==> src/rtl/control_in_drv_pkg.sv <==
// ---------------------------------------------------------------------------
// control_in_drv_pkg
// Shared types for the LC3 control_in transmitter: the record carried
// through the input FIFO and the driver state encoding.
// ---------------------------------------------------------------------------
package control_in_drv_pkg;

    localparam int IR_W       = 16;
    localparam int NZP_W      = 3;
    localparam int PSR_W      = 3;
    // Storage width of the hold field inside a buffered record. The top
    // zero-extends its HOLD_W-bit in_hold into this field, so HOLD_W must
    // not exceed HOLD_MAX_W.
    localparam int HOLD_MAX_W = 8;

    typedef struct packed {
        logic                  complete_data;
        logic                  complete_instr;
        logic [IR_W-1:0]       ir;
        logic [NZP_W-1:0]      nzp;
        logic [PSR_W-1:0]      psr;
        logic [IR_W-1:0]       ir_exec;
        logic [IR_W-1:0]       imem_dout;
        logic [HOLD_MAX_W-1:0] hold;
    } control_in_txn_t;

    typedef enum logic {
        IDLE  = 1'b0,
        DRIVE = 1'b1
    } drv_state_t;

endpackage

==> src/rtl/control_in_drv_fifo.sv <==
// ---------------------------------------------------------------------------
// control_in_drv_fifo
// DEPTH-entry record FIFO for the control_in transmitter. Writes and pointer
// updates are synchronous; the head entry is presented combinationally so
// the driver can load it on the same edge that pops it.
//
// Ports:
//   clock    in   rising-edge clock
//   reset    in   asynchronous, active-high reset (flushes pointers)
//   push     in   write wr_data at posedge (ignored when full)
//   wr_data  in   record to store
//   pop      in   advance read pointer at posedge (ignored when empty)
//   rd_data  out  record at the head of the FIFO
//   full     out  no free entries
//   empty    out  no stored entries
// ---------------------------------------------------------------------------
module control_in_drv_fifo
    import control_in_drv_pkg::*;
#(
    parameter int DEPTH = 4
) (
    input  logic            clock,
    input  logic            reset,
    input  logic            push,
    input  control_in_txn_t wr_data,
    input  logic            pop,
    output control_in_txn_t rd_data,
    output logic            full,
    output logic            empty
);

    localparam int AW = $clog2(DEPTH);

    // One extra pointer bit distinguishes full from empty when the index
    // bits match.
    logic [AW:0]     wr_ptr;
    logic [AW:0]     rd_ptr;
    logic            wr_en;
    logic            rd_en;
    control_in_txn_t mem [DEPTH];

    assign empty   = (wr_ptr == rd_ptr);
    assign full    = (wr_ptr[AW] != rd_ptr[AW]) && (wr_ptr[AW-1:0] == rd_ptr[AW-1:0]);
    assign wr_en   = push && !full;
    assign rd_en   = pop && !empty;
    assign rd_data = mem[rd_ptr[AW-1:0]];

    // NOTE: sequential state is assigned with <= so every register samples
    // pre-edge values regardless of statement order.
    always_ff @(posedge clock or posedge reset) begin
        if (reset) begin
            wr_ptr <= '0;
            rd_ptr <= '0;
        end else begin
            if (wr_en) wr_ptr <= wr_ptr + {{AW{1'b0}}, 1'b1};
            if (rd_en) rd_ptr <= rd_ptr + {{AW{1'b0}}, 1'b1};
        end
    end

    // NOTE: the storage array has no reset; only the pointers define which
    // entries are valid, so clearing the data would just cost reset routing.
    always_ff @(posedge clock) begin
        if (wr_en) mem[wr_ptr[AW-1:0]] <= wr_data;
    end

endmodule

==> src/rtl/control_in_driver_rtl.sv <==
// ---------------------------------------------------------------------------
// control_in_driver_rtl
// Transmitter for the LC3 control_in interface. Records arrive on a
// valid/ready port, are buffered in a FIFO and are driven onto the bus one
// at a time, each held for in_hold+1 cycles. Consecutive records follow
// back-to-back when enable is high and the FIFO is non-empty.
//
// Ports:
//   clock              in   rising-edge clock
//   reset              in   asynchronous, active-high reset
//   enable             in   permits popping new records
//   in_valid           in   record offered
//   in_ready           out  record accepted when in_valid & in_ready at posedge
//   in_complete_data   in   record field
//   in_complete_instr  in   record field
//   in_IR              in   record field (16)
//   in_NZP             in   record field (3)
//   in_psr             in   record field (3)
//   in_IR_Exec         in   record field (16)
//   in_IMem_dout       in   record field (16)
//   in_hold            in   extra cycles to hold the record (0 = one cycle)
//   complete_data      out  bus
//   complete_instr     out  bus
//   IR                 out  bus (16)
//   NZP                out  bus (3)
//   psr                out  bus (3)
//   IR_Exec            out  bus (16)
//   IMem_dout          out  bus (16)
//   busy               out  record active or FIFO non-empty
//   txn_count          out  records fully driven, wraps modulo 2^16
// ---------------------------------------------------------------------------
module control_in_driver_rtl
    import control_in_drv_pkg::*;
#(
    parameter int   DEPTH         = 4,
    parameter int   HOLD_W        = 4,
    parameter logic IDLE_COMPLETE = 1'b1
) (
    input  logic              clock,
    input  logic              reset,
    input  logic              enable,
    input  logic              in_valid,
    output logic              in_ready,
    input  logic              in_complete_data,
    input  logic              in_complete_instr,
    input  logic [IR_W-1:0]   in_IR,
    input  logic [NZP_W-1:0]  in_NZP,
    input  logic [PSR_W-1:0]  in_psr,
    input  logic [IR_W-1:0]   in_IR_Exec,
    input  logic [IR_W-1:0]   in_IMem_dout,
    input  logic [HOLD_W-1:0] in_hold,
    output logic              complete_data,
    output logic              complete_instr,
    output logic [IR_W-1:0]   IR,
    output logic [NZP_W-1:0]  NZP,
    output logic [PSR_W-1:0]  psr,
    output logic [IR_W-1:0]   IR_Exec,
    output logic [IR_W-1:0]   IMem_dout,
    output logic              busy,
    output logic [15:0]       txn_count
);

    control_in_txn_t   wr_txn;
    control_in_txn_t   head;
    logic              push;
    logic              pop;
    logic              rec_done;
    logic              fifo_full;
    logic              fifo_empty;
    drv_state_t        state;
    drv_state_t        state_nxt;
    logic [HOLD_W-1:0] hold_cnt;

    assign wr_txn = '{
        complete_data:  in_complete_data,
        complete_instr: in_complete_instr,
        ir:             in_IR,
        nzp:            in_NZP,
        psr:            in_psr,
        ir_exec:        in_IR_Exec,
        imem_dout:      in_IMem_dout,
        hold:           HOLD_MAX_W'(in_hold)
    };

    assign push = in_valid && in_ready;

    control_in_drv_fifo #(
        .DEPTH (DEPTH)
    ) u_fifo (
        .clock   (clock),
        .reset   (reset),
        .push    (push),
        .wr_data (wr_txn),
        .pop     (pop),
        .rd_data (head),
        .full    (fifo_full),
        .empty   (fifo_empty)
    );

    // ---------------------------------------------------------------
    // FSM: state register
    // ---------------------------------------------------------------
    always_ff @(posedge clock or posedge reset) begin
        if (reset) state <= IDLE;
        else       state <= state_nxt;
    end

    // ---------------------------------------------------------------
    // FSM: next state
    // ---------------------------------------------------------------
    always_comb begin
        // NOTE: default first so every path assigns state_nxt and no latch
        // is inferred.
        state_nxt = state;
        case (state)
            IDLE:    if (pop)              state_nxt = DRIVE;
            DRIVE:   if (rec_done && !pop) state_nxt = IDLE;
            default:                       state_nxt = IDLE;
        endcase
    end

    // ---------------------------------------------------------------
    // FSM: outputs and control strobes
    // ---------------------------------------------------------------
    always_comb begin
        // The last hold cycle of a record is also the edge on which the
        // next record may load, giving back-to-back records with no gap.
        rec_done = (state == DRIVE) && (hold_cnt == '0);
        pop      = enable && !fifo_empty && ((state == IDLE) || (hold_cnt == '0));
        // Gated by reset so the port reads 0 while reset is held, yet is
        // already 1 in the first cycle after release.
        in_ready = !reset && !fifo_full;
        busy     = (state == DRIVE) || !fifo_empty;
    end

    // ---------------------------------------------------------------
    // Bus registers, hold counter, completed-record counter
    // ---------------------------------------------------------------
    always_ff @(posedge clock or posedge reset) begin
        if (reset) begin
            complete_data  <= 1'b0;
            complete_instr <= 1'b0;
            IR             <= '0;
            NZP            <= '0;
            psr            <= '0;
            IR_Exec        <= '0;
            IMem_dout      <= '0;
            hold_cnt       <= '0;
            txn_count      <= '0;
        end else begin
            if (rec_done) txn_count <= txn_count + 16'd1;

            if (pop) begin
                complete_data  <= head.complete_data;
                complete_instr <= head.complete_instr;
                IR             <= head.ir;
                NZP            <= head.nzp;
                psr            <= head.psr;
                IR_Exec        <= head.ir_exec;
                IMem_dout      <= head.imem_dout;
                hold_cnt       <= HOLD_W'(head.hold);
            end else if (rec_done) begin
                // Data fields keep their last values while idle; only the
                // completion strobes return to their idle level.
                complete_data  <= IDLE_COMPLETE;
                complete_instr <= IDLE_COMPLETE;
            end else if (state == DRIVE) begin
                hold_cnt <= hold_cnt - HOLD_W'(1);
            end
        end
    end

endmodule

==> config.mk <==
export PLATFORM = sky130hd
export DESIGN_NAME = control_in_driver_rtl
export DESIGN_NICKNAME = d
export VERILOG_FILES = /design/src/rtl/control_in_drv_pkg.sv /design/src/rtl/control_in_drv_fifo.sv /design/src/rtl/control_in_driver_rtl.sv
export SDC_FILE = /design/constraint.sdc
export NUM_CORES = 1
export LEC_CHECK = 0
export ABC_AREA = 1
export BUFFER_PORTS_ARGS = -buffer_cell sky130_fd_sc_hd__buf_2
export CAP_MARGIN = 10
export CORE_MARGIN = 4
export CORE_UTILIZATION = 25
export DETAILED_ROUTE_END_ITERATION = 8
export REMOVE_ABC_BUFFERS = 1
export SKIP_CTS_REPAIR_TIMING = 1
export SLEW_MARGIN = 20
export SYNTH_ARGS = -nofsm -noshare
export SYNTH_HDL_FRONTEND = slang
export SYNTH_SLANG_ARGS = --single-unit
==> constraint.sdc <==
create_clock -name clock -period 8.2 [get_ports clock]
set_input_delay 0.82 -clock clock [delete_from_list [all_inputs] [get_ports clock]]
set_output_delay 0.82 -clock clock [all_outputs]
set_load 0.05 [all_outputs]
==> results.txt, run 1 <==
post-route ant nets -> 0
Period minus WS final -> 3.63 ns
slew margin rel. -> 0.292
R2R Path End -> u_fifo.mem[1][31]
FF-to-FF setup slack -> 4.57 ns
Mapped Avg Cell Area -> 12.1 um^2
Setup TNS Final -> 0 ns
DRT iter0 DRCs -> 467
Total Wirelength -> 30,500 um
IO Port Bufs -> 137
Clock Skew -> 0.0179 ns
Lkg Pwr -> 5.92 nW
fmax -> 275 MHz
register area -> 9290 um^2
Setup violations, final -> 0
worst setup path end -> u_fifo.mem[1][31]
Mapped Area -> 12,500 um^2
Worst path slowest cell -> nor2_4
Die W -> 232 um
core area -> 49,200 um^2
first-pass GRT wire length -> 46,800 um
crit path DAT -> 3.78 ns
I/O pins -> 138
most frequent cells in the layout -> nand2_1, edfxtp_1, buf_2
GRT Resource Usage Total -> 0.111
clock buffer depth -> 3
Req. time, crit path -> 8.35 ns
Pwr per Cell Area -> 383 nW/um^2
Final #Nets -> 1,234
dpl cells -> 1,789
post-place instance area -> 13,900 um^2
Initial Util -> 0.254
R2R Path Start -> u_fifo.rd_ptr[0]
# H-tree levels -> 2
Die Y-Extent -> 232 um
GP Congestion -> 0.793
non-filler cells, final -> 1,860
Clk pin slew, worst setup/hold paths -> 0.06 ns
CP top delay family -> simple AND/OR/NAND/NOR gates
area of the multi-input gates -> 2870 um^2
DP HPWL -> 19,100 um
CTS tree -> built
final worst-path cycle share -> 0.443
max_cap viols -> 0
CP Cell Sequence -> inv_4 -> nand2_1 -> nand2_2 -> nand4_1 -> nand3_1 -> nor2_4 -> buf_4
post-synthesis cell type count -> 28
clk_lat worst skew -> 0.52 ns
crit start category -> flip-flop
Final Hold Slack -> 0.235 ns
fraction of layout cells with a size suffix above 1 -> 0.181
Slew Viols, Final -> 0
sequential share of the synthesized area -> 0.742
CP peak stage delay -> 0.88 ns
Crit. End Element -> flip-flop
DR WL/cell -> 16.4 um
clk sink count -> 323
unrepaired setup endpoints after global routing -> no
final hold vios -> 0
CP Max Fanout -> 56
critical path class -> flip-flop to flip-flop
initial antenna violation count -> 19
status -> complete, no violations
most common cell after layout, fill and taps aside -> nand2_1
area grow syn2layout -> 21.3%
Worst Hold Class -> input port to async pin
Max VDD drop -> 0.140 mV
Post-Synthesis Cells -> 1,031
Final Total Pwr -> 5.81 mW
gr ovfl total -> 0
largest net degree at the start of global routing -> 100
vias per inst -> 4.24
vias -> 7,884
YS warnings -> 0
CTS buffer count -> 36
area of the die -> 53,700 um^2
Yosys reg bits -> 323
cell depth of the worst setup path -> 7
fill count -> 4,938
fin area -> 15,200 um^2
number of global-route vias before repair -> 7,936
Worst Setup SP -> u_fifo.rd_ptr[0]
worst-margin pin slew -> 1.06 ns
clk root buf -> clkbuf_16
Cell Rows -> 81
TritonRoute pass-1 iters -> 5
# DRC -> 0
Buf+Inv Stages, Crit Path -> 2
Worst Reg2Reg Path Length in Cells -> 7
[cells in the mapped netlist]
cell | n | share of area
nand3b_1 | 2 | 0.0012
clkbuf_1 | 29 | 0.0087
a21oi_1 | 2 | 0.00080
nor2_1 | 138 | 0.041
dfrtp_1 | 83 | 0.17
ha_1 | 7 | 0.0070
or2_2 | 1 | 0.00050
nand3_1 | 25 | 0.010
buf_4 | 3 | 0.0018
nand4_2 | 1 | 0.0010
o21bai_1 | 1 | 0.00060
o211ai_1 | 1 | 0.00060
nand2_2 | 1 | 0.00050
xnor2_1 | 8 | 0.0056
o21ai_1 | 1 | 0.00040
o21ai_0 | 118 | 0.047
nand3_4 | 1 | 0.0014
nand2_1 | 244 | 0.073
buf_6 | 3 | 0.0027
edfxtp_1 | 240 | 0.58
inv_2 | 2 | 0.00060
nor3_1 | 1 | 0.00040
nand3_2 | 1 | 0.00080
inv_1 | 36 | 0.011
buf_2 | 16 | 0.0064
xor2_1 | 5 | 0.0035
nand4_1 | 5 | 0.0025
o22ai_1 | 56 | 0.028
[through the flow]
step                       util  setup WS [ns]
after floorplan               -          0.599
after global placement    0.282           4.62
after detailed placement  0.282           4.52
after CTS                 0.308           4.51
after global routing      0.308           4.15
final                     0.309           4.57
[cell families after synthesis]
logic type | share of synthesized area
XOR/XNOR | 0.00910
AO/OA/AOI/OAI | 0.0776
AND/OR/NAND/NOR | 0.133
buffers and inverters | 0.0310
flip-flops | 0.742
adder cells (fa/ha/maj) | 0.00700
[routing by layer]
layer,GRT usage,vias up,wire length (um)
li1,-,3861,-
met1,0.148,3756,13500
met2,0.170,181,13700
met3,0.0429,64,2460
met4,0.0288,22,607
met5,0,-,146
[sequential cells by signal (all words and copies together), names as in the netlist]
register and cells:
u_fifo.mem 240, IMem_dout 16, IR 16, IR_Exec 16, txn_count 16, hold_cnt 4
NZP 3, psr 3, u_fifo.rd_ptr 3, u_fifo.wr_ptr 3, complete_data 1, complete_instr 1
state 1
[worst min path at each step]
| stage | end | startpoint |
|---|---|---|
| finish | txn_count[3] | reset |
| global route | txn_count[4] | reset |
| CTS | txn_count[3] | reset |
| detailed placement | IMem_dout[5] | IMem_dout[5] |
| global placement | psr[1] | psr[1] |
| floorplan | u_fifo.rd_ptr[2] | u_fifo.rd_ptr[2] |
[final cells by class]
class | instances | share of cell area
clock inverters | 18 | 0.0186
inverters | 38 | 0.00982
diodes | 5 | 0.000825
well taps | 664 | 0.0548
flip-flops and latches | 323 | 0.612
clock buffers | 48 | 0.0651
repair buffers | 145 | 0.0494
multi-input cells | 619 | 0.189
[power by group]
| group | leakage [nW] | internal, mW | switching [mW] |
|---|---|---|---|
| sequential | 3.22 | 2.07 | 0.163 |
| combinational | 2.07 | 0.458 | 1.41 |
| clock | 0.623 | 1.07 | 0.633 |
Note: power is estimated with default switching activity, not from simulation.
==> run 2: changes to the inputs <==
==> constraint.sdc (replaced) <==
create_clock -name clock -period 3.2 [get_ports clock]
set_input_delay 0.32 -clock clock [delete_from_list [all_inputs] [get_ports clock]]
set_output_delay 0.32 -clock clock [all_outputs]
set_load 0.05 [all_outputs]
==> results.txt, run 2 (synthesized netlist as in run 1, its figures left out) <==
status -> complete, no violations (unchanged)
CP Max Fanout -> 37 (was 56)
Internal Power -> 8.95 mW (was 3.60 mW)
switching share of power -> 0.394 (was 0.380)
fraction of layout cells with a size suffix above 1 -> 0.181 (about the same)
Worst Hold Class -> input port to flip-flop (was input port to async pin)
clk_lat worst skew -> 0.55 ns (was 0.52 ns)
slew margin rel. -> 0.380 (was 0.292)
gr ovfl total -> 0 (unchanged)
R2R Path Start -> u_fifo.rd_ptr[0] (unchanged)
CTS tree -> built (unchanged)
final worst-path cycle share -> 0.832 (was 0.443)
area grow syn2layout -> 25.8% (was 21.3%)
CTS buffer count -> 38 (was 36)
clk root buf -> clkbuf_16 (unchanged)
Setup violations, final -> 0 (unchanged)
largest net degree at the start of global routing -> 88 (was 100)
Clk pin slew, worst setup/hold paths -> 0.07 ns (was 0.06 ns)
worst-margin pin slew -> 0.930 ns (was 1.06 ns)
fmax -> 376 MHz (was 275 MHz)
core area -> 49,200 um^2 (unchanged)
area of the die -> 53,700 um^2 (unchanged)
FF-to-FF setup slack -> 0.54 ns (was 4.57 ns)
Req. time, crit path -> 3.43 ns (was 8.35 ns)
Crit. End Element -> flip-flop (unchanged)
area of the multi-input gates -> 2870 um^2 (unchanged)
Period minus WS final -> 2.66 ns (was 3.63 ns)
clock buffer depth -> 3 (unchanged)
WL met3 -> 1820 um (was 2460 um)
clk sink count -> 323 (unchanged)
Highest Signal Layer -> met4 (was met5)
max_cap viols -> 0 (unchanged)
fill count -> 4,897 (was 4,938)
initial antenna violation count -> 2 (was 19)
Clock Power Share -> 0.278 (was 0.294)
Slew Viols, Final -> 0 (unchanged)
IO Port Bufs -> 137 (unchanged)
post-route ant nets -> 0 (unchanged)
number of global-route vias before repair -> 8,242 (was 7,936)
Max VDD drop -> 0.446 mV (was 0.140 mV)
worst setup path end -> u_fifo.mem[3][44] (was u_fifo.mem[1][31])
# DRC -> 0 (unchanged)
first-pass GRT wire length -> 48,500 um (was 46,800 um)
DP HPWL -> 18,400 um (was 19,100 um)
DRT iter0 DRCs -> 541 (was 467)
TritonRoute pass-1 iters -> 5 (unchanged)
most common cell after layout, fill and taps aside -> nand2_1 (unchanged)
met2 WL -> 14,700 um (was 13,700 um)
register area -> 9290 um^2 (unchanged)
vias -> 8,380 (was 7,884)
max reg flops -> 240 (unchanged)
Die W -> 232 um (unchanged)
critical path class -> flip-flop to flip-flop (unchanged)
unrepaired setup endpoints after global routing -> no (unchanged)
vias per inst -> 4.36 (was 4.24)
Setup TNS Final -> 0 ns (unchanged)
Cell Rows -> 81 (unchanged)
Lkg Pwr -> 6.17 nW (was 5.92 nW)
Clock Skew -> 0.0196 ns (was 0.0179 ns)
crit start category -> flip-flop (unchanged)
# H-tree levels -> 2 (unchanged)
I/O pins -> 138 (unchanged)
Combinational Power Share -> 0.333 (was 0.322)
Final Total Pwr -> 14.8 mW (was 5.81 mW)
Final #Nets -> 1,299 (was 1,234)
most frequent cells in the layout -> nand2_1, edfxtp_1, buf_2 (unchanged)
Total Wirelength -> 32,200 um (was 30,500 um)
GP Congestion -> 0.772 (was 0.793)
final hold vios -> 0 (unchanged)
crit path DAT -> 2.89 ns (was 3.78 ns)
net load switching power -> 5.82 mW (was 2.21 mW)
DR WL/cell -> 16.8 um (was 16.4 um)
Flop pwr share -> 0.389 (was 0.384)
R2R Path End -> u_fifo.mem[3][44] (was u_fifo.mem[1][31])
routed metal-1 wire length -> 14,900 um (was 13,500 um)
Worst Setup SP -> u_fifo.rd_ptr[0] (unchanged)
Initial Util -> 0.254 (unchanged)
Hold Path Depth -> 1
GRT Resource Usage Total -> 0.118 (was 0.111)
Pwr per Cell Area -> 939 nW/um^2 (was 383 nW/um^2)
Die Y-Extent -> 232 um (unchanged)
Worst Reg2Reg Path Length in Cells -> 7 (unchanged)
[run 2: changes by cell type in the layout (fill, tap and decap cells not counted), sizes merged, moves of 4 or more]
| cell | change |
|---|---|
| dlygate4sd3 | +54 |
| clkinv | +5 |
| buf | +9 |
| diode | -4 |
| bufinv | -7 |
[run 2: metrics by stage]
stage	instance area, um^2	hold slack [ns]	setup WS [ns]	util	std cells
after floorplan	12300	0.419	-4.40	-	980
final	15700	0.00930	0.538	0.320	1922
after global placement	14000	0.458	0.545	0.285	1798
after detailed placement	14000	0.461	0.535	0.285	1798
after CTS	15200	-0.0644	0.512	0.309	1867
after global routing	15700	0.00105	0.363	0.320	1921
[run 2: worst min-delay path by stage]
stage                   startpoint           endpoint  slack, ns
floorplan               in_hold[0]   u_fifo.mem[0][0]       0.42
global placement     IMem_dout[12]      IMem_dout[12]       0.46
detailed placement   IMem_dout[12]      IMem_dout[12]       0.46
CTS                          reset       txn_count[4]      -0.06
global route        in_IR_Exec[13]  u_fifo.mem[1][33]      0.001
finish                    in_IR[5]  u_fifo.mem[1][47]      0.009
[run 2: critical path, stage by stage (launching register included)]
cell and delay, ns:
dfrtp_4 0.72, inv_4 0.05, nand2_1 0.09, nand2_2 0.07, nand4_1 0.10, nand3_1 0.40, nor2_4 0.60, buf_12 0.29
[run 2: layer usage]
layer | global-route usage | up-vias
li1 | - | 3980
met1 | 0.158 | 4119
met2 | 0.187 | 223
met3 | 0.0311 | 58
met4 | 0.0392 | 0
met5 | 0 | -
[run 2: cell type report]
| class | count | area share |
|---|---|---|
| Antenna cell | 1 | 0.000159 |
| Clock inverter | 20 | 0.00803 |
| Multi-Input combinational cell | 619 | 0.182 |
| Sequential cell | 323 | 0.590 |
| Clock buffer | 49 | 0.0682 |
| Tap cell | 664 | 0.0528 |
| Inverter | 38 | 0.00938 |
| Timing Repair Buffer | 208 | 0.0892 |
[run 2: power groups by stage]
stage,registers [mW],clock network [mW],logic (mW)
6_report,5.74,4.10,4.92
5_1_grt,5.82,4.45,5.42
4_1_cts,5.75,4.27,4.96
3_5_place_dp,5.83,0,4.95
3_3_place_gp,5.81,0,4.89
2_1_floorplan,7.07,0,2.07
